### src/rtl/pipeline_wb_arb.sv
// Write-back arbiter: in-order MEM results and a FIFO of late (mul/div) results share
// the single register-file write port, with a starvation guard that briefly stalls MEM.
module pipeline_wb_arb #(
  parameter int unsigned XLEN       = 32,
  parameter int unsigned NSRC       = 4,
  parameter int unsigned LOAD_SLOT  = 2,
  parameter int unsigned LQ_DEPTH   = 2,
  parameter int unsigned STARVE_MAX = 4
) (
  input  logic                        clk,
  input  logic                        reset,
  input  logic                        valid_m_i,
  input  logic                        reg_write_en_m_i,
  input  logic [4:0]                  rd_idx_m_i,
  input  logic [NSRC-1:0]             result_src_m_i,
  input  logic [NSRC*XLEN-1:0]        src_data_m_i,
  input  logic [2:0]                  load_funct3_m_i,
  input  logic [1:0]                  load_offset_m_i,
  output logic                        stall_m_o,
  input  logic                        lq_valid_i,
  input  logic [4:0]                  lq_rd_idx_i,
  input  logic [XLEN-1:0]             lq_data_i,
  output logic                        lq_ready_o,
  output logic [$clog2(LQ_DEPTH+1)-1:0] lq_count_o,
  output logic                        reg_write_en_w_o,
  output logic [4:0]                  rd_idx_w_o,
  output logic [XLEN-1:0]             write_back_data_w_o
);

  localparam int unsigned CntW = $clog2(LQ_DEPTH + 1);
  localparam int unsigned PtrW = (LQ_DEPTH > 1) ? $clog2(LQ_DEPTH) : 1;
  localparam int unsigned StW  = $clog2(STARVE_MAX + 1);

  logic [4:0]      lq_rd_q   [LQ_DEPTH];
  logic [XLEN-1:0] lq_data_q [LQ_DEPTH];
  logic [PtrW-1:0] wr_ptr_q, rd_ptr_q;
  logic [CntW-1:0] count_q;
  logic [StW-1:0]  starve_q;

  logic            push, pop, main_wr;
  logic [XLEN-1:0] raw_load, aligned, sel_data;
  logic [7:0]      ld_byte;
  logic [15:0]     ld_half;

  function automatic logic [PtrW-1:0] ptr_inc(input logic [PtrW-1:0] p);
    return (p == PtrW'(LQ_DEPTH - 1)) ? '0 : p + 1'b1;
  endfunction

  assign stall_m_o  = !reset && (starve_q >= StW'(STARVE_MAX));
  assign lq_ready_o = !reset && (count_q < CntW'(LQ_DEPTH));
  assign lq_count_o = count_q;

  assign main_wr = valid_m_i && !stall_m_o && reg_write_en_m_i && (rd_idx_m_i != 5'd0);
  assign push    = lq_valid_i && lq_ready_o;
  // Port is free whenever MEM does not write; during a stall this force-pops the head.
  assign pop     = (count_q != '0) && !main_wr;

  assign raw_load = src_data_m_i[LOAD_SLOT*XLEN +: XLEN];
  assign ld_byte  = raw_load[{load_offset_m_i, 3'b000} +: 8];
  assign ld_half  = raw_load[{load_offset_m_i[1], 4'b0000} +: 16];

  always_comb begin
    aligned = raw_load;
    case (load_funct3_m_i)
      3'b000:  aligned = {{(XLEN-8){ld_byte[7]}}, ld_byte};
      3'b100:  aligned = {{(XLEN-8){1'b0}}, ld_byte};
      3'b001:  aligned = {{(XLEN-16){ld_half[15]}}, ld_half};
      3'b101:  aligned = {{(XLEN-16){1'b0}}, ld_half};
      default: aligned = raw_load;
    endcase
  end

  // AND-OR select; multi-hot ORs the slots together.
  always_comb begin
    sel_data = '0;
    for (int k = 0; k < NSRC; k++) begin
      if (result_src_m_i[k]) begin
        sel_data = sel_data | ((k == LOAD_SLOT) ? aligned : src_data_m_i[k*XLEN +: XLEN]);
      end
    end
  end

  // Storage is not reset; push is already gated off while reset is high.
  always_ff @(posedge clk) begin
    if (push) begin
      lq_rd_q[wr_ptr_q]   <= lq_rd_idx_i;
      lq_data_q[wr_ptr_q] <= lq_data_i;
    end
  end

  always_ff @(posedge clk) begin
    if (reset) begin
      wr_ptr_q            <= '0;
      rd_ptr_q            <= '0;
      count_q             <= '0;
      starve_q            <= '0;
      reg_write_en_w_o    <= 1'b0;
      rd_idx_w_o          <= '0;
      write_back_data_w_o <= '0;
    end else begin
      if (push) wr_ptr_q <= ptr_inc(wr_ptr_q);
      if (pop)  rd_ptr_q <= ptr_inc(rd_ptr_q);

      case ({push, pop})
        2'b10:   count_q <= count_q + 1'b1;
        2'b01:   count_q <= count_q - 1'b1;
        default: count_q <= count_q;
      endcase

      if ((count_q == '0) || pop) begin
        starve_q <= '0;
      end else if (starve_q < StW'(STARVE_MAX)) begin
        starve_q <= starve_q + 1'b1;
      end

      if (main_wr) begin
        reg_write_en_w_o    <= 1'b1;
        rd_idx_w_o          <= rd_idx_m_i;
        write_back_data_w_o <= sel_data;
      end else if (pop) begin
        reg_write_en_w_o    <= (lq_rd_q[rd_ptr_q] != 5'd0);
        rd_idx_w_o          <= lq_rd_q[rd_ptr_q];
        write_back_data_w_o <= lq_data_q[rd_ptr_q];
      end else begin
        reg_write_en_w_o    <= 1'b0;
      end
    end
  end

endmodule

### config.mk
export PLATFORM = sky130hd
export DESIGN_NAME = pipeline_wb_arb
export DESIGN_NICKNAME = d
export VERILOG_FILES = /design/src/rtl/pipeline_wb_arb.sv
export SDC_FILE = /design/constraint.sdc
export NUM_CORES = 1
export LEC_CHECK = 0
export ABC_AREA = 1
export ABC_CLOCK_PERIOD_IN_PS = 2880
export BUFFER_PORTS_ARGS = -buffer_cell sky130_fd_sc_hd__buf_4
export CAP_MARGIN = 40
export CORE_ASPECT_RATIO = 0.8
export CORE_MARGIN = 2
export CORE_UTILIZATION = 45
export DETAILED_ROUTE_END_ITERATION = 10
export GPL_TIMING_DRIVEN = 0
export PLACE_DENSITY = 0.77
export REMOVE_ABC_BUFFERS = 1
export SLEW_MARGIN = 20
export SYNTH_ARGS = -nofsm -noshare
export SYNTH_HDL_FRONTEND = slang
export SYNTH_SLANG_ARGS = --single-unit
### constraint.sdc
create_clock -name clk -period 2.88 [get_ports clk]
set_input_delay 0.432 -clock clk [delete_from_list [all_inputs] [get_ports clk]]
set_output_delay 0.432 -clock clk [all_outputs]
set_load 0.01 [all_outputs]
[Word level (Yosys, flattened, before mapping)]
Memories as Yosys holds them, arrays and structs flattened. A register that Yosys moved wholly into a read port is not among the register bits.
Index checks and enable logic that the tools add are counted.
Operators by class
  add/subtract/negate cells: 5
  magnitude comparators: 3
  equality and inequality tests: 5
  shift operators: 2
  muxes and demuxes: 20
  bitwise operators: 3
  reductions and logical operators: 19
Operators with widths (count)
  two-way mux 32 bit: 6
  case mux 32 bit (4 select lines): 1
  bitwise OR 32 bit: 3
  variable part select 32 x 6 -> 16 bit: 1
  variable part select 32 x 6 -> 8 bit: 1
  two-way mux 1 bit: 10
  two-way mux 5 bit: 2
  nonzero test 5 bit: 2
  logical AND 1 bit: 7
  == test 3 bit (second input constant): 2
  nonzero test 2 bit: 3
  case mux 2 bit (2 select lines): 1
  adder 3 x 1 -> 3 bit (second input constant): 1
  == test 3 x 1 -> 1 bit (second input constant): 1
  greater-or-equal comparator 3 bit (second input constant): 1
  logical NOT 1 bit: 3
  logical NOT 3 bit: 1
  less-than comparator 3 bit (second input constant): 1
  adder 1 bit (second input constant): 2
  adder 2 x 1 -> 2 bit (second input constant): 1
  == test 2 x 1 -> 1 bit (second input constant): 1
  == test 2 bit (second input constant): 1
  logical NOT 2 bit: 1
  less-than comparator 2 bit (second input constant): 1
  other kinds (3): 3
Word-level totals
  flip-flop bits (word level): 45
  RAM bits: 74
  input port bits: 184
  output and inout port bits: 42
  word-level logic and storage cells: 66
  memories: 2
Memories
  lq_data_q: depth 2, bits a word 32, rd ports 1, clocked after Yosys merged registers in 1, wr ports 1, RTL line 35  | logic [XLEN-1:0] lq_data_q [LQ_DEPTH];
  lq_rd_q: depth 2, bits a word 5, rd ports 1, clocked after Yosys merged registers in 1, wr ports 1, RTL line 34  | logic [4:0] lq_rd_q [LQ_DEPTH];

[Longest topological paths before layout]
Gate-level depths: netlist (run 1).
  depth after elaboration: 10
  mapped depth: 12
  gate-level depth less buffers: 11

[Worst setup path before layout (run 1)]
Ideal clock, no wire load.
  kind: input port to flip-flop
  start point: input reset
  end point: memory lq_data_q[1][0], enable pin
  library setup time: 433 ps
  arrival: 2566 ps
  required time: 2447 ps
  setup slack: -119 ps
  stages on the path: 4
  buffers on the path: 1
  path through: buf_4 -> nor2_1 -> nand2_1 -> nor2_1
Between the ends
  cells in the longest elaborated chain, start to end: 5
Ends and longest elaborated chain
  from (decl): RTL line 11  | input logic reset,
  logical NOT 1 bit: RTL line 50  | assign lq_ready_o = !reset && (count_q < CntW'(LQ_DEPTH));
  logical AND 1 bit: RTL line 50
  named net lq_ready_o: RTL line 23  | output logic lq_ready_o,
  logical AND 1 bit: RTL line 54  | assign push = lq_valid_i && lq_ready_o;
  two-way mux 1 bit: RTL line 85  | if (push) begin
  two-way mux 1 bit (implied by the code): RTL line 87  | lq_data_q[wr_ptr_q] <= lq_data_i;
  to (decl): RTL line 35
The timed path passes the listed nets, and every way through them passes these cells.

[Final worst setup path (run 1)]
  start point: register starve_q[2]
  end point: register count_q[1], in the netlist lq_count_o[1]
Between the ends
  cells in the longest elaborated chain, start to end: 10
  elaborated cells between the ends (all ways): 12
  those cells by class: order compare: 1; eq/ne: 2; mux: 1; reduce/logical: 8
Ends and longest elaborated chain
  from (decl): RTL line 38  | logic [StW-1:0] starve_q;
  from (signal assigned): RTL line 113  | starve_q <= starve_q + 1'b1;
  greater-or-equal comparator 3 bit *: RTL line 49  | assign stall_m_o = !reset && (starve_q >= StW'(STARVE_MAX));
  logical AND 1 bit *: RTL line 49
  logical NOT 1 bit *: RTL line 53  | assign main_wr = valid_m_i && !stall_m_o && reg_write_en_m_i && (rd_idx_m_i != 5'd0);
  logical AND 1 bit * (3 in series): RTL line 53
  logical NOT 1 bit *: RTL line 56  | assign pop = (count_q != '0) && !main_wr;
  logical AND 1 bit *: RTL line 56
  == test 2 x 1 -> 1 bit / == test 2 bit (equally long branches): RTL line 104  | case ({push, pop})
  case mux 2 bit (2 select lines) / nonzero test 2 bit (equally long branches)
  to (signal assigned): RTL line 105  | 2'b10: count_q <= count_q + 1'b1;
  to (signal assigned): RTL line 106  | 2'b01: count_q <= count_q - 1'b1;
  to (signal assigned): RTL line 107  | default: count_q <= count_q;
  to (decl): RTL line 37  | logic [CntW-1:0] count_q;
Mark *: on every way between the ends. The rest lies on a longest branch, timed or not.
A chain may end at the register's enable or synchronous reset.

==> results of run 1 <==
-- layout make-up --
type	instances	area [um^2]
clock buffer	19	432.9
timing repair buffer	229	1768
inverter	58	220.2
clock inverter	13	155.1
fill	1203	4915
multi-input combinational	523	2643
sequential	120	3144
tap	180	225.2
-- cell usage after synthesis --
master,instances,area (um^2)
nand2_2,1,6.260
o211ai_1,4,30.03
nor3_1,1,5.000
nor2_8,1,20.02
nor4_1,1,6.260
a21oi_1,74,370.4
mux2_2,32,360.4
o221ai_1,1,8.760
nor2_1,32,120.1
edfxtp_1,74,2222
buf_1,1,3.750
inv_2,7,26.28
nor2_4,1,11.26
inv_4,1,6.260
buf_6,2,22.52
a22o_1,32,280.3
buf_4,4,30.03
o21a_1,1,7.510
xor2_1,2,17.52
inv_1,50,187.7
ha_1,2,25.02
and2_1,1,6.260
clkbuf_1,15,56.30
o21ai_0,14,70.07
nand2_4,1,11.26
nand2_1,278,1044
buf_2,16,80.08
dfxtp_1,46,920.9
a31oi_1,1,6.260
mux2i_1,1,10.01
nor2_2,1,6.260
nand3_1,41,205.2
-- state kept, by name (all words and copies together), names as in the netlist, named ones only --
signal               flops
reg_write_en_w_o         1
lq_count_o               2
lq_data_q               64
starve_q                 3
write_back_data_w_o     32
rd_ptr_q                 1
rd_idx_w_o               5
lq_rd_q                 10
wr_ptr_q                 1
-- critical path, cell delays in order (launching register included) --
cell and delay, ps:
dfxtp_1 390, inv_2 80, nor2_4 110, nor2_2 70, nand2_4 100, nand2_1 80, inv_2 590, ha_1 390
a21oi_1 120, o21a_1 140, o21ai_0 70, a21oi_1 140
-- power groups by stage --
| stage | clock (mW) | combinational (mW) | sequential (mW) |
|---|---|---|---|
| 2_1_floorplan | 0 | 0.971 | 2.37 |
| 3_3_place_gp | 0 | 1.79 | 2.35 |
| 3_5_place_dp | 0 | 1.92 | 2.28 |
| 4_1_cts | 2.14 | 1.94 | 2.25 |
| 5_1_grt | 2.21 | 2.14 | 2.28 |
| 6_report | 2.12 | 1.93 | 2.25 |
-- layer usage --
layer  track usage [%]  routed length, um
met1             32.29               7908
met2             43.65               8839
met3             7.020               1738
met4             7.664                269
met5                 0                  0
-- worst paths after layout --
check                                   start               end  slack, ps  cells past startpoint
worst min register to register       rd_ptr_q         flip-flop        460                      1
worst min-delay path            lq_data_i[27]  lq_data_q[0][27]        200                      1
worst max-delay path              starve_q[2]     lq_count_o[1]        510                     11
worst max register to register    starve_q[2]     lq_count_o[1]        510                     11
-- stage by stage --
step	cells	utilization, %
after floorplan	701	-
after global placement	1106	58.54
after detailed placement	1109	59.16
after CTS	1141	63.52
after global routing	1142	63.60
final	1142	63.60
-- cell families (layout without fill, tap and decap cells) --
| group | after synthesis | after routing | synth area share, % |
|---|---|---|---|
| and+or+nand+nor | 359 | 359 | 23.31 |
| adders and majority gates | 2 | 2 | 0.4046 |
| AOI/OAI and AO/OA | 127 | 127 | 12.51 |
| DFF | 120 | 120 | 50.83 |
| buffers and inverters | 96 | 319 | 6.678 |
| muxes | 33 | 33 | 5.990 |
| xor gates and xnor gates | 2 | 2 | 0.2833 |
==> results.py, run 1 <==
metrics = {
    "clock_network": {
        "clock_path_buffers": 2,
        "clkLatencyLatePin_ps": 410,
        "ctsHoldBuffers": 0,
        "cts_root_buf": "clkbuf_16",
        "clk_pin_slew_worst_paths_ps": 60,
        "cts.sinks": 120,
        "htree_levels": 4,
        "cts_buffers": 17,
        "cts_tree": "done",
        "ctsResizeCount": 0,
        "cts_setup_buffers": 0,
    },
    "synth": {
        "synth_warnings": 0,
        "syn_avg_cell_area_um2": 8.367,
        "postSynthCellCount": 739,
        "synth-seq-cells": 120,
        "seq_area_frac_synth_pct": 50.83,
        "synth.distinct_cells": 32,
        "synth_area_mm2": 0.006183,
    },
    "sta": {
        "max_freq_ghz": 0.4224,
        "holdWs_ps": 199.4,
        "fin_crit_sh_pct": 82.19,
        "finalSetupViolations": 0,
        "fin_ws_ps": 512.8,
        "finalCriticalPeriod_ps": 2367,
        "clock_skew_ps": 7.430,
        "hold_violations": 0,
        "rsz0062_at_grt": "no",
        "tightestPinTransition_ps": 794.8,
        "relSlewSlack_pct": 46.93,
        "tns_ps": 0,
        "maxSlewViolCount": 0,
    },
    "power_and_ir_drop": {
        "switching_share_pct": 31.30,
        "clkPwrFrac_pct": 33.6,
        "p_int_mw": 4.325,
        "p_leak_nw": 3.997,
        "power_switching_mw": 1.971,
        "p_comb_share_pct": 30.6,
        "p_per_area_mw_per_mm2": 733.1,
        "power.total_mw": 6.296,
        "irDropWorstVdd_mv": 0.4245,
        "pwr-share-seq_pct": 35.8,
    },
    "critical_path": {
        "worst_setup_path_start_kind": "flip-flop",
        "crit_required_ps": 3220,
        "crit_type": "reg2reg",
        "arrival_ps": 2710,
        "worst_setup_path_end_kind": "flip-flop",
        "worst-path-max-fanout": 40,
    },
    "flow_run": {
        "maxCapViolCount": 0,
    },
    "detailed_routing": {
        "drt-total-wl_mm": 18.76,
        "wire_per_inst_um": 16.42,
        "via_count": 5909,
        "ant_nets": 0,
        "drc": 0,
        "vias_per_cell": 5.174,
        "first_pass_iters": 4,
        "drtIter0Drc": 329,
    },
    "cells_and_area": {
        "design_area_mm2": 0.008588,
        "syn_to_final_growth_pct": 38.89,
        "num_antenna_cells": 0,
        "mostFrequentLayoutCells": "nand2_1 (278), buf_4 (225), a21oi_1 (74), edfxtp_1 (74), inv_1 (50)",
        "final_layout_size_suffix_gt1_share_pct": 31.81,
        "final_common_cell": "nand2_1",
        "nets": 1135,
    },
    "place": {
        "portBuffers": 225,
        "postPlaceCellArea_mm2": 0.007989,
        "post-dp-hpwl_mm": 13.03,
        "place_ws_ps": 196.5,
        "place.gp.congestion": 0.8885,
    },
    "global_route": {
        "grt_antenna_before_repair": 0,
        "grt-ovfl-total": 0,
        "grt_pass1_wl_mm": 28.66,
        "grt_use_total_pct": 25.69,
        "grt_pass1_vias": 5657,
        "grt_max_degree": 41,
    },
    "floorplanning": {
        "dieArea_mm2": 0.01470,
        "die_h_um": 108.8,
        "coreArea_mm2": 0.01350,
        "fp-row-count": 38,
        "die_x_um": 135.1,
        "initial_utilization_pct": 45.79,
        "io-pin-count": 226,
    },
    "min_path": {
        "hold_path_class": "in2reg",
    },
    "outcome": {
        "outcome": "complete, no violations",
    },
}
Note: power is estimated with default switching activity, not from simulation.
==> run 2: changes to the inputs <==
- ABC_CLOCK_PERIOD_IN_PS: 2880 -> 2000
- clock period: 2.88 -> 2 ns (I/O delays scaled with it)
==> run 2 against run 1 <==
Net effect:
- cell area is 0.48% higher
- wire length is 1.5% higher
- core utilization is 0.31 points higher
- sequential power is 44% higher
- sequential share of layout area is 0.16 points lower
- cell count hardly changed
- die area stayed put
- non-clock buffer count stayed put
- via count is 1.4% higher
- register-to-register slack worse by 480 ps
- largest power group unchanged
- highest routed layer unchanged
==> results.py, run 2 (synthesis results as in run 1) <==
metrics = {
    "outcome": {
        "outcome": "complete, no violations",
    },
    "cells_and_area": {
        "mostFrequentLayoutCells": "nand2_1 (277), buf_4 (225), a21oi_1 (74), edfxtp_1 (74), inv_1 (49)",
        "multi_input_area_mm2": 0.002656,
        "largest_reg_flops": 64,
        "nets": 1136,
        "final_common_cell": "nand2_1",
        "nFillCells": 1201,
        "syn_to_final_growth_pct": 39.56,
        "largest_register": "lq_data_q",
        "num_antenna_cells": 0,
        "reg_top3": "lq_data_q x64, write_back_data_w_o x32, lq_rd_q x10",
        "final_layout_size_suffix_gt1_share_pct": 32.19,
        "register_area_mm2": 0.003146,
    },
    "detailed_routing": {
        "drc": 0,
        "drt-total-wl_mm": 19.04,
        "wire_per_inst_um": 16.66,
        "ant_nets": 0,
        "drtIter0Drc": 324,
        "via_count": 5993,
        "vias_per_cell": 5.243,
        "first_pass_iters": 5,
    },
    "critical_path": {
        "r2r-end": "write_back_data_w_o[8]",
        "worst_setup_path_end_kind": "flip-flop",
        "worstSetupStartpoint": "starve_q[2]",
        "r2r-start": "starve_q[2]",
        "ff2ff_setup_slack_ps": 40,
        "crit_required_ps": 2330,
        "worst_setup_path_start_kind": "flip-flop",
        "crit_type": "reg2reg",
        "worst-path-max-fanout": 37,
        "r2r.worst_path.cells": 10,
        "arrival_ps": 2300,
        "cp-endpoint": "write_back_data_w_o[8]",
    },
    "sta": {
        "relSlewSlack_pct": 49.06,
        "max_freq_ghz": 0.5095,
        "clock_skew_ps": 10.36,
        "tns_ps": 0,
        "fin_ws_ps": 37.21,
        "tightestPinTransition_ps": 763.3,
        "finalCriticalPeriod_ps": 1963,
        "rsz0062_at_grt": "yes",
        "fin_crit_sh_pct": 98.14,
        "maxSlewViolCount": 0,
        "finalSetupViolations": 0,
        "hold_violations": 0,
        "holdWs_ps": 61.27,
    },
    "min_path": {
        "hold_path_class": "in2reg",
    },
    "place": {
        "place_ws_ps": -551.5,
        "portBuffers": 225,
        "place.gp.congestion": 0.8885,
        "post-dp-hpwl_mm": 13.03,
    },
    "flow_run": {
        "maxCapViolCount": 0,
    },
    "global_route": {
        "grt_pass1_wl_mm": 28.68,
        "grt_use_total_pct": 25.68,
        "grt-ovfl-total": 0,
        "grt_antenna_before_repair": 0,
        "grt_max_degree": 41,
        "grt_pass1_vias": 5669,
    },
    "floorplanning": {
        "io-pin-count": 226,
        "fp-row-count": 38,
        "die_x_um": 135.1,
        "die_h_um": 108.8,
        "initial_utilization_pct": 45.79,
        "dieArea_mm2": 0.01470,
        "coreArea_mm2": 0.01350,
    },
    "clock_network": {
        "clock_path_buffers": 2,
        "clkLatencyLatePin_ps": 420,
        "cts_buffers": 17,
        "cts_tree": "done",
        "htree_levels": 4,
        "cts_root_buf": "clkbuf_16",
        "clk_pin_slew_worst_paths_ps": 60,
        "cts.sinks": 120,
    },
    "power_and_ir_drop": {
        "p_leak_nw": 4.006,
        "irDropWorstVdd_mv": 0.7838,
        "p_per_area_mw_per_mm2": 1062,
    },
}
## run 2: cell types whose count changed in the layout (fill, tap and decap cells not counted)
cell	delta
bufinv_16	+1
dfxtp_1	-1
dfxtp_2	+1
inv_1	-1
nand2_1	-1
nand2_2	+1
nor2_4	+1
## run 2: critical path, stage by stage (launching register included)
cell	delay (ps)
dfxtp_2	360
inv_2	60
nor2_4	130
nor2_4	60
nand2_4	90
inv_4	180
nor2_8	530
nand2_1	130
nand2_1	100
inv_1	50
a21oi_1	150
## run 2: timing repair
item,4_1_cts,5_1_grt
gates resized for setup,5,4
pin swaps,0,1
setup endpoints to repair,3,52
cloned,0,1
hold buffers,0,0
buffers inserted,0,0
## run 2: cell type report
cell class | count | area share (%)
Clock buffer | 19 | 5.017
Multi-Input combinational cell | 524 | 30.78
Inverter | 58 | 2.856
Timing Repair Buffer | 229 | 20.49
Clock inverter | 13 | 1.798
Tap cell | 180 | 2.610
Sequential cell | 120 | 36.45
## run 2: metrics by stage
step / util (%) / std cells / instance area, um^2 / total power [mW]
final: 63.91 / 1143 / 8630 / 9.164
after global routing: 63.91 / 1143 / 8630 / 9.627
after CTS: 63.71 / 1141 / 8603 / 9.176
after detailed placement: 59.16 / 1109 / 7989 / 6.058
after global placement: 58.54 / 1106 / 7905 / 5.957
after floorplan: - / 701 / 5991 / 4.805
## run 2: per-layer routing
layer  vias to the layer above  GRT usage (%)  part of all wire [%]
met1                      2776          32.26                    42
met5                         -              0                     0
met3                        24          6.974                   9.6
met2                       303          43.69                    47
li1                       2890              -                     -
met4                         0          7.664                   1.4
## run 2: power by group
| part | internal [mW] | switching (mW) | total [mW] |
|---|---|---|---|
| clock network | 1.95 | 1.11 | 3.06 |
| registers | 3.01 | 0.230 | 3.24 |
| logic | 1.33 | 1.53 | 2.86 |
## run 2: how the worst min path moves through the flow
| stage | from | to | cells after the start |
|---|---|---|---|
| floorplan | reset | write_back_data_w_o[0] | 1 |
| global placement | rd_ptr_q | rd_ptr_q | 1 |
| detailed placement | rd_ptr_q | flip-flop | 1 |
| CTS | lq_data_i[10] | lq_data_q[0][10] | 1 |
| global route | lq_data_i[27] | lq_data_q[0][27] | 1 |
| finish | lq_data_i[30] | lq_data_q[1][30] | 1 |
==> run 3: changes to the inputs <==
- ABC_CLOCK_PERIOD_IN_PS: 2000 -> 2100
- CORE_UTILIZATION: 45 -> 50
- PLACE_DENSITY: 0.77 -> 0.81
- SETUP_SLACK_MARGIN: default -> 0.4
- clock period: 2 -> 2.1 ns (I/O delays scaled with it)
==> run 3 against run 2 <==
Net effect:
- power rose by 0.77%
- critical path depth fell by 7
- sequential power fell by 6%
- register-to-register slack improved by 240 ps
- largest power group is now combinational cells
- cell count fell by 1.2%
- non-clock buffer count rose by 10
- highest routed layer unchanged
- die area fell by 9.7%
- fmax rose by 7.9%
==> results.py, run 3 (synthesis results as in run 1) <==
metrics = {
    "power_and_ir_drop": {
        "power.total_mw": 9.235,
        "clkPwrFrac_pct": 32.0,
        "p_comb_share_pct": 35.0,
        "p_leak_nw": 4.126,
        "switching_share_pct": 32.33,
        "p_int_mw": 6.249,
        "power_switching_mw": 2.986,
        "irDropWorstVdd_mv": 0.7916,
        "p_per_area_mw_per_mm2": 1040,
        "pwr-share-seq_pct": 33.0,
    },
    "clock_network": {
        "cts_buffers": 17,
        "cts.sinks": 120,
        "htree_levels": 4,
        "cts_root_buf": "clkbuf_16",
        "clk_pin_slew_worst_paths_ps": 60,
        "clock_path_buffers": 2,
        "ctsHoldBuffers": 0,
        "clkLatencyLatePin_ps": 410,
        "cts_tree": "done",
    },
    "cells_and_area": {
        "syn_to_final_growth_pct": 43.65,
        "nets": 1150,
        "reg_top3": "lq_data_q x64, write_back_data_w_o x32, lq_rd_q x10",
        "instances_no_fill": 1129,
        "num_antenna_cells": 0,
        "mostFrequentLayoutCells": "nand2_1 (276), buf_4 (229), edfxtp_1 (74), a21oi_1 (73), inv_1 (49)",
        "final_layout_size_suffix_gt1_share_pct": 33.57,
        "final_common_cell": "nand2_1",
        "largest_register": "lq_data_q",
        "largest_reg_flops": 64,
        "nFillCells": 898,
    },
    "detailed_routing": {
        "drtIter0Drc": 312,
        "wire_per_inst_um": 17.76,
        "drt-total-wl_mm": 20.05,
        "via_count": 6095,
        "first_pass_iters": 5,
        "drc": 0,
        "ant_nets": 0,
        "vias_per_cell": 5.399,
    },
    "critical_path": {
        "r2r-start": "lq_count_o[1]",
        "worst-path-max-fanout": 10,
        "worst_setup_path_start_kind": "flip-flop",
        "crit_slowest_cell": "nor2_2",
        "arrival_ps": 1860,
        "worstSetupStartpoint": "lq_count_o[1]",
        "crit_type": "reg2reg",
        "ff2ff_setup_slack_ps": 280,
        "critPathMaxStageDelay_ps": 600,
        "worst_setup_path_end_kind": "flip-flop",
        "crit_chain": "nor2_1 > nand2_1 > nor2_2",
        "crit_required_ps": 2140,
    },
    "sta": {
        "clock_skew_ps": 8.063,
        "finalSetupViolations": 0,
        "maxSlewViolCount": 0,
        "max_freq_ghz": 0.5499,
        "holdWs_ps": 86.49,
        "tightestPinTransition_ps": 623.4,
        "finalCriticalPeriod_ps": 1819,
        "rsz0062_at_grt": "yes",
        "fin_crit_sh_pct": 86.60,
        "relSlewSlack_pct": 58.40,
        "hold_violations": 0,
    },
    "global_route": {
        "grt_pass1_wl_mm": 28.71,
        "grt_use_total_pct": 28.99,
        "grt_pass1_vias": 5696,
        "grt_antenna_before_repair": 0,
        "grt-ovfl-total": 0,
        "grt_max_degree": 39,
    },
    "place": {
        "post-dp-hpwl_mm": 12.47,
        "portBuffers": 225,
        "dpl.cell_count": 1081,
        "place.gp.congestion": 0.9394,
    },
    "floorplanning": {
        "initial_utilization_pct": 51.03,
        "dieArea_mm2": 0.01328,
        "die_x_um": 128.3,
        "coreArea_mm2": 0.01212,
        "fp-row-count": 36,
        "io-pin-count": 226,
        "die_h_um": 103.5,
    },
    "flow_run": {
        "maxCapViolCount": 0,
    },
    "min_path": {
        "hold_path_class": "in2reg",
        "min_from": "lq_data_i[4]",
    },
    "outcome": {
        "outcome": "complete, no violations",
    },
}
[run 3: stage by stage]
stage	worst slack [ps]	setup TNS, ps	util [%]	instance area [um^2]
CTS	182.7	0	72.01	8725
global route	205.2	0	73.31	8882
floorplan	-687.9	-50250	-	5991
detailed placement	-462.0	-5160	65.77	7969
finish	281.3	0	73.31	8882
global placement	-2127	-170410	64.95	7870
[run 3: final timing paths]
kind                      endpoint  cells past startpoint
setup / recovery  lq_data_q[0][22]                      3
setup reg to reg  lq_data_q[0][22]                      3
hold / removal     lq_data_q[0][4]                      1
hold reg to reg          flip-flop                      1
[run 3: power groups by stage]
stage	registers (mW)	logic, mW	clock network, mW
after detailed placement	3.15	2.64	0
after global routing	3.09	3.50	3.09
after floorplan	3.24	1.33	0
final	3.05	3.23	2.95
after CTS	3.11	3.04	2.97
after global placement	3.21	2.46	0
[run 3: final cells by class]
type | instances | area, um^2 | share of cell area (%)
clock buffer | 17 | 425.4 | 4.789
tap | 152 | 190.2 | 2.141
clock inverter | 15 | 176.4 | 1.986
timing repair inverter | 2 | 20.02 | 0.2254
sequential | 120 | 3148 | 35.44
timing repair buffer | 239 | 1942 | 21.86
inverter | 58 | 260.3 | 2.930
multi-input combinational | 526 | 2720 | 30.62
[run 3: worst max-delay path: cells and delay by family, from the launching register on]
family	cells	cell delay (ps)
AND/OR/NAND/NOR	3	1110
flip-flops	1	340
[run 3: repair_timing]
action                     4_1_cts  5_1_grt
setup endpoints to repair      116      102
setup buffers                    5        6
resized for setup               12       10
cloned                           2        3
pin swaps                        3        5
[run 3: routing by layer]
metal  GRT usage, %  vias up  wire, um
li1               -     2938         -
met1          34.58     2852      8138
met2          51.72      269      9892
met3          7.665       36      1599
met4          9.467        0       422
met5              0        -         0
